--- src/rtl/cnn_layer_seq.sv ---
// Layer sequencer for a CNN PE array: streams weights into per-PE buffers,
// then issues compute steps with first/last qualifiers and drains the pipeline.
module cnn_layer_seq #(
    parameter int DATA_WID  = 16,
    parameter int ICP_NUM   = 8,
    parameter int OCP_NUM   = 8,
    parameter int ADDR_B    = 6,
    parameter int DRAIN_CYC = 3
) (
    input  logic                          clk,
    input  logic                          reset,
    input  logic                          start,
    input  logic [ADDR_B:0]               w_len,
    input  logic [ADDR_B:0]               c_len,
    input  logic                          w_valid,
    input  logic [ICP_NUM*DATA_WID-1:0]   w_data,
    output logic                          w_ready,
    input  logic                          a_valid,
    output logic                          a_ready,
    output logic [OCP_NUM-1:0]            wrb,
    output logic [ADDR_B-1:0]             wrb_addr,
    output logic [ICP_NUM*DATA_WID-1:0]   wrb_data,
    output logic [ADDR_B-1:0]             rdb_addr,
    output logic                          pe_valid,
    output logic                          pe_first,
    output logic                          pe_last,
    output logic                          busy,
    output logic                          done
);
    localparam int PE_W  = (OCP_NUM > 1) ? $clog2(OCP_NUM) : 1;
    localparam int LEN_W = ADDR_B + 1;
    localparam int DC_W  = (DRAIN_CYC > 1) ? $clog2(DRAIN_CYC) : 1;
    localparam logic [LEN_W-1:0] LEN_MAX  = LEN_W'(1) << ADDR_B;
    localparam logic [PE_W-1:0]  PE_LAST  = PE_W'(OCP_NUM - 1);
    localparam logic [DC_W-1:0]  DC_LAST  = DC_W'((DRAIN_CYC > 0) ? DRAIN_CYC - 1 : 0);

    typedef enum logic [2:0] {IDLE, LOAD_W, COMPUTE, DRAIN, DONE} state_t;

    state_t              state_reg;
    logic [LEN_W-1:0]    w_len_reg;
    logic [LEN_W-1:0]    c_len_reg;
    logic [ADDR_B-1:0]   w_cnt_reg;
    logic [ADDR_B-1:0]   c_cnt_reg;
    logic [PE_W-1:0]     pe_idx_reg;
    logic [DC_W-1:0]     d_cnt_reg;

    logic [LEN_W-1:0]    w_len_sat;
    logic [LEN_W-1:0]    c_len_sat;
    logic                w_hs;
    logic                a_hs;
    logic                w_last;
    logic                c_last;

    // Lengths beyond the buffer depth are clipped so counters never overrun.
    assign w_len_sat = (w_len > LEN_MAX) ? LEN_MAX : w_len;
    assign c_len_sat = (c_len > LEN_MAX) ? LEN_MAX : c_len;

    // Reset gates every output so the array sees silence during the reset cycle too.
    assign w_hs   = !reset && (state_reg == LOAD_W) && w_valid;
    assign a_hs   = !reset && (state_reg == COMPUTE) && a_valid;
    assign w_last = ({1'b0, w_cnt_reg} == (w_len_reg - LEN_W'(1)));
    assign c_last = ({1'b0, c_cnt_reg} == (c_len_reg - LEN_W'(1)));

    assign w_ready  = !reset && (state_reg == LOAD_W);
    assign a_ready  = !reset && (state_reg == COMPUTE);
    assign wrb_addr = w_hs ? w_cnt_reg : '0;
    assign wrb_data = w_hs ? w_data : '0;
    assign pe_valid = a_hs;
    assign rdb_addr = a_hs ? c_cnt_reg : '0;
    assign pe_first = a_hs && (c_cnt_reg == '0);
    assign pe_last  = a_hs && c_last;
    assign busy     = !reset && (state_reg != IDLE);
    assign done     = !reset && (state_reg == DONE);

    generate
        for (genvar gi = 0; gi < OCP_NUM; gi++) begin : g_wrb
            assign wrb[gi] = w_hs && (pe_idx_reg == PE_W'(gi));
        end
    endgenerate

    always_ff @(posedge clk) begin
        if (reset) begin
            state_reg  <= IDLE;
            w_len_reg  <= '0;
            c_len_reg  <= '0;
            w_cnt_reg  <= '0;
            c_cnt_reg  <= '0;
            pe_idx_reg <= '0;
            d_cnt_reg  <= '0;
        end else begin
            case (state_reg)
                IDLE: begin
                    if (start) begin
                        w_len_reg  <= w_len_sat;
                        c_len_reg  <= c_len_sat;
                        w_cnt_reg  <= '0;
                        c_cnt_reg  <= '0;
                        pe_idx_reg <= '0;
                        d_cnt_reg  <= '0;
                        if (w_len_sat != '0)
                            state_reg <= LOAD_W;
                        else if (c_len_sat != '0)
                            state_reg <= COMPUTE;
                        else
                            state_reg <= DONE;
                    end
                end
                LOAD_W: begin
                    if (w_valid) begin
                        if (w_last) begin
                            w_cnt_reg <= '0;
                            if (pe_idx_reg == PE_LAST) begin
                                pe_idx_reg <= '0;
                                state_reg  <= (c_len_reg != '0) ? COMPUTE : DONE;
                            end else begin
                                pe_idx_reg <= pe_idx_reg + 1'b1;
                            end
                        end else begin
                            w_cnt_reg <= w_cnt_reg + 1'b1;
                        end
                    end
                end
                COMPUTE: begin
                    if (a_valid) begin
                        if (c_last) begin
                            c_cnt_reg <= '0;
                            d_cnt_reg <= '0;
                            state_reg <= (DRAIN_CYC > 0) ? DRAIN : DONE;
                        end else begin
                            c_cnt_reg <= c_cnt_reg + 1'b1;
                        end
                    end
                end
                DRAIN: begin
                    if (d_cnt_reg == DC_LAST)
                        state_reg <= DONE;
                    else
                        d_cnt_reg <= d_cnt_reg + 1'b1;
                end
                DONE:    state_reg <= IDLE;
                default: state_reg <= IDLE;
            endcase
        end
    end
endmodule
--- config.mk ---
export PLATFORM = sky130hd
export DESIGN_NAME = cnn_layer_seq
export DESIGN_NICKNAME = d
export VERILOG_FILES = /design/src/rtl/cnn_layer_seq.sv
export SDC_FILE = /design/constraint.sdc
export NUM_CORES = 1
export LEC_CHECK = 0
export CAP_MARGIN = 20
export CORE_AREA = 8 8 111 113
export CTS_CLUSTER_SIZE = 24
export DETAILED_ROUTE_END_ITERATION = 6
export DIE_AREA = 0 0 119 121
export DONT_BUFFER_PORTS = 1
export PLACE_DENSITY_LB_ADDON = 0.15
export SETUP_SLACK_MARGIN = 0.5
export SYNTH_ARGS = -nofsm -noshare
export SYNTH_HDL_FRONTEND = slang
export SYNTH_SLANG_ARGS = --single-unit
export TNS_END_PERCENT = 50
--- constraint.sdc ---
create_clock -name clk -period 2.7 [get_ports clk]
set_input_delay 0.135 -clock clk [delete_from_list [all_inputs] [get_ports clk]]
set_output_delay 0.135 -clock clk [all_outputs]
set_load 0.01 [all_outputs]
After elaboration in Yosys (flattened, before gate mapping)
Index checks and enable logic that the tools add are counted.

word-level totals
  logic and storage cells = 103
  bits in registers = 34
  input port bits = 147
  output and inout bits = 155

operators by class
  multiplexer cells = 33
  $lt $le $gt $ge = 2
  add/subtract/negate cells = 6
  reductions and logical operators = 33
  equal/unequal tests = 22

operators by type and width
  operator             number
  $mux 128             1
  $mux 3               14
  $mux 6               7
  $pmux 6 s2           2
  $reduce_bool 7->1    3
  $logic_and 1x1->1    16
  $eq 3x3->1 const B   5
  $eq 6x7->1           2
  $gt 7x7->1 const B   2
  $mux 7               2
  $ne 2x2->1 const B   7
  $sub 7x1->7 const B  2
  $add 6x1->6 const B  2
  $eq 3x2->1 const B   4
  $pmux 3 s4           1
  $mux 2               4
  $reduce_and 7->1     1
  $eq 3x1->1 const B   2
  $logic_not 3->1      2
  $logic_not 6->1      1
  $pmux 2 s3           1
  $pmux 3 s2           1
  $reduce_and 3->1     2
  $reduce_bool 3->1    2
  other kinds (9)      10

Depth between registers and ports, before layout
  word-level depth = 7
  gate-level depth with buffers = 9
  mapped depth without buffers = 8

Worst setup path before layout
OpenSTA, ideal clock, no wires.

  kind = register to register
  start point = register w_len_reg[0]
  end point = register state_reg[2]
  cell stages (with the launch flop) = 9
  data arrival time = 2.122 ns
  buffers on the path = 0
  path slack = 0.499 ns
  data required time = 2.621 ns
  clock period less this slack = 2.201 ns
  setup time = 0.079 ns
  cells stage by stage = dfxtp_1 -> inv_1 -> ha_1 -> nor3b_2 -> xnor2_1 -> o41ai_2 -> nand3_1 -> or4_4 -> a211oi_2

between the ends
  word-level cells in the longest chain between the ends = 4

ends and longest elaborated chain
  what                        line  text
  start: declaration          40    logic [LEN_W-1:0] w_len_reg;
  start signal: assignment    94    w_len_reg <= w_len_sat;
  $sub 7x1->7                 61    assign w_last = ({1'b0, w_cnt_reg} == (w_len_reg - LEN_W'(1)));
  $eq 6x7->1                  61
  $ne 2x2->1 (no line)        -
  $reduce_and 7->1 (no line)  -
  end signal: assignment      114   state_reg <= (c_len_reg != '0) ? COMPUTE : DONE;
  end signal: assignment      128   state_reg <= (DRAIN_CYC > 0) ? DRAIN : DONE;
  end: declaration            39    state_t state_reg;

Every way passes these cells.
A chain may end at the register's enable or synchronous reset.

Worst setup path in the final report
Ends and elaborated chain as after synthesis.

==> results.md <==
* CTS buffer count at 5
* Port Buf Inserts at 0
* Reg2reg end: state_reg[2]
* Syn_area_per_cell at just over 7 sq um
* Worst hold path type: input port to register
* Dpl ws at 0.3406 ns
* Register-to-register setup slack at 0.56 ns
* Count of different cell masters after synthesis at between 40 and 50
* Final instance area at 3704 sq um
* Core area at 10600 sq um
* Net Count, Synth at around 610
* Top post-synthesis cells by count: and3_1, clkbuf_1, dfxtp_1, nand2_1, a21oi_1
* Worst r2r path cells at 8
* Peak VDD IR at 0.2255 mV
* CTS tree: built
* Sequential cell area fraction in the yosys report at a little over a fifth
* Post-synth EDFFs at 0
* Complex-gate fraction of the synthesized area at 10.11%
* Final Power at 1.755 mW
* Slew Limit Fails at 0
* DRC violations left at 0
* Detail Placement HPWL at 12440 microns
* Die H at 121 microns
* Clock latency on the worst-skew pair at 0.29 ns
* Post-DRT Antenna Nets at 0
* Fin Setup TNS at 0 ns
* Global route overflow at 0
* Unrepaired setup endpoints after global routing: yes
* DP Area at 3347 sq um
* Die area at 14400 sq um
* Die Span X at roughly 120 microns
* Power Dens Cells at 474.0 nW/um^2
* Multi-input gate area at 2436 sq um
* Ys async rst share at 0%
* Initial core utilization at 30.71%
* Min-delay src: c_len[4]
* Slack of the critical path at 0.5647 ns
* Yosys top cell by area: and3_1
* Xor/xnor share of the synthesized area at 6.457%
* Critical path startpoint category: register
* Vias post-DR at 3380
* Synthesis warning total at 0
* Status: finished clean
* Largest net degree at the start of global routing at 140
* Crit path DAT at 2.34 ns
* RD Place Congestion at about 0.93
* Longest Clk Path Bufs at 2
* WHS Endpoint: c_len_reg[4]
* Synthesis-to-layout area growth at 13.76%
* Synth Area in Adders at 4.996%
* Layout cells sized above 1 at a little under an eighth
* Period utilization at 79.08%
* Clock-pin slew on the worst setup and hold paths at roughly 0.07 ns
* Crit path kind: register to register
* H-tree depth at 2
* Worst Max-Slew Pin Slew at 0.8892 ns
* Yosys reg bits at 34
* Peak Freq at 468.3 MHz
* Clock sinks at 34
* Leak Pwr at between 1.5 and 2 nW
* Initial DRT Pass Iterations at 4
* Total wire length at 15570 microns
* Crit Path Max Fanout at 5
* Vias in the first global route at between 3k and 4k
* Layout net count at 599
* CP required at 2.90 ns
* Tmin final at 2.135 ns
* Register Area at 689.4 sq um
* Tot GR Track Use at 19.34%
* Top post-synthesis cells by area: and3_1, dfxtp_1, ha_1
* Synth Cell Area at 3256 sq um
* # fillers at 1127
* Post-Synthesis Cells at 454
* Rows at 38
* MaxCap Viol Count at 0
* Most used flip-flop cell after synthesis: dfxtp_1
* Post-synthesis mux area share at 1.614%
* Final Skew at 0.01222 ns
* Drt via density at 5.818
* Hold Crit Depth at 2
* Synth top area share at about 29%
* Synth Area in Simple Gates at 49.23%
* Worst R2R Start: w_len_reg[0]
* Root Buffer: clkbuf_8
* Initial antenna violation count at 0
* Final setup vio count at 0
* Drt wl/cell at 26.80 microns
* First-pass GRT wire length at about 22000 microns
* Max-slew headroom at between 30% and 40%
* IO Pins at 302
* DR iter-0 viols at between 200 and 300
* Combinational family with the most area after synthesis: simple AND/OR/NAND/NOR gates
* Most common cell in the netlist: and3_1
* Endpoints failing hold at 0
* Crit end category: register
==> final cells by class <==
cell class / instances / share of cell area, %
Multi-Input combinational cell: 363 / 65.78
Clock buffer: 6 / 2.230
Inverter: 14 / 1.419
Sequential cell: 34 / 18.61
Timing Repair Buffer: 21 / 6.824
Clock inverter: 2 / 0.3378
Tap cell: 140 / 4.730
Antenna cell: 1 / 0.06757
==> kinds of logic (layout without fill, tap and decap cells) <==
kind of cell / count (synthesis) / in the layout
adders and majority gates: 13 / 13
DFF: 34 / 34
muxes: 5 / 5
other: 0 / 1
and+or+nand+nor: 275 / 275
xor gates and xnor gates: 24 / 24
buffers and inverters: 57 / 43
AOI/OAI and AO/OA: 46 / 46
==> report_power, final <==
part / total (mW) / internal [mW] / switching (mW) / leakage (nW)
clock network: 0.397 / 0.205 / 0.192 / 0.0472
logic: 0.777 / 0.316 / 0.462 / 1.53
registers: 0.581 / 0.535 / 0.0461 / 0.278
==> worst max path at each step <==
stage	startpoint	slack, ns	endpoint
6_report	w_len_reg[0]	0.56	state_reg[2]
5_1_grt	w_len_reg[0]	0.44	state_reg[2]
3_5_place_dp	w_len_reg[1]	0.34	state_reg[2]
3_3_place_gp	w_len_reg[1]	0.42	state_reg[2]
4_1_cts	state_reg[2]	0.51	wrb[5]
2_1_floorplan	w_len_reg[1]	0.55	state_reg[2]
==> through the flow <==
step	hold WS [ns]	util, %	cells
3_3_place_gp	0.2109	31.57	559
3_5_place_dp	0.2104	31.57	559
2_1_floorplan	0.2710	-	454
5_1_grt	0.007970	34.91	580
4_1_cts	0.004556	33.80	576
6_report	0.01380	34.93	581
==> worst max-delay path, stage by stage, from the launching register on <==
cell and delay [ns]:
dfxtp_4 0.34, inv_1 0.06, ha_4 0.18, xnor2_2 0.13, xnor2_1 0.14, o41ai_2 0.37, nand3_1 0.16, or4_4 0.51
a211oi_2 0.15
==> layout by cell type (no fill, tap or decap), types with 6 or more instances in the layout <==
cell,synthesis,routed
nor2_1,19,17
nand3b_1,14,14
nand2_1,34,34
ha_1,13,12
inv_1,14,14
clkbuf_8,0,6
xnor2_1,15,14
and3_1,149,147
xor2_1,9,9
a21oi_1,21,21
buf_4,0,11
dfxtp_1,34,31
nand3_1,10,9
nor3_1,14,13
==> metal layers <==
metal | track usage (%) | wire length (microns) | up-vias
li1 | - | - | 1594
met5 | 0 | 0 | -
met1 | 23.24 | 6471 | 1603
met4 | 4.822 | 248 | 0
met2 | 31.19 | 7373 | 170
met3 | 8.190 | 1476 | 13
==> what timing repair did <==
item / 4_1_cts / 5_1_grt
gates resized for setup: 8 / 14
buffers inserted: 4 / 3
endpoints found under the hold margin: 30 / 0
gates cloned: 1 / 1
hold buffers: 4 / 0
setup endpoints to repair: 13 / 45
pin swaps: 5 / 6
Note: power is estimated with default switching activity, not from simulation.
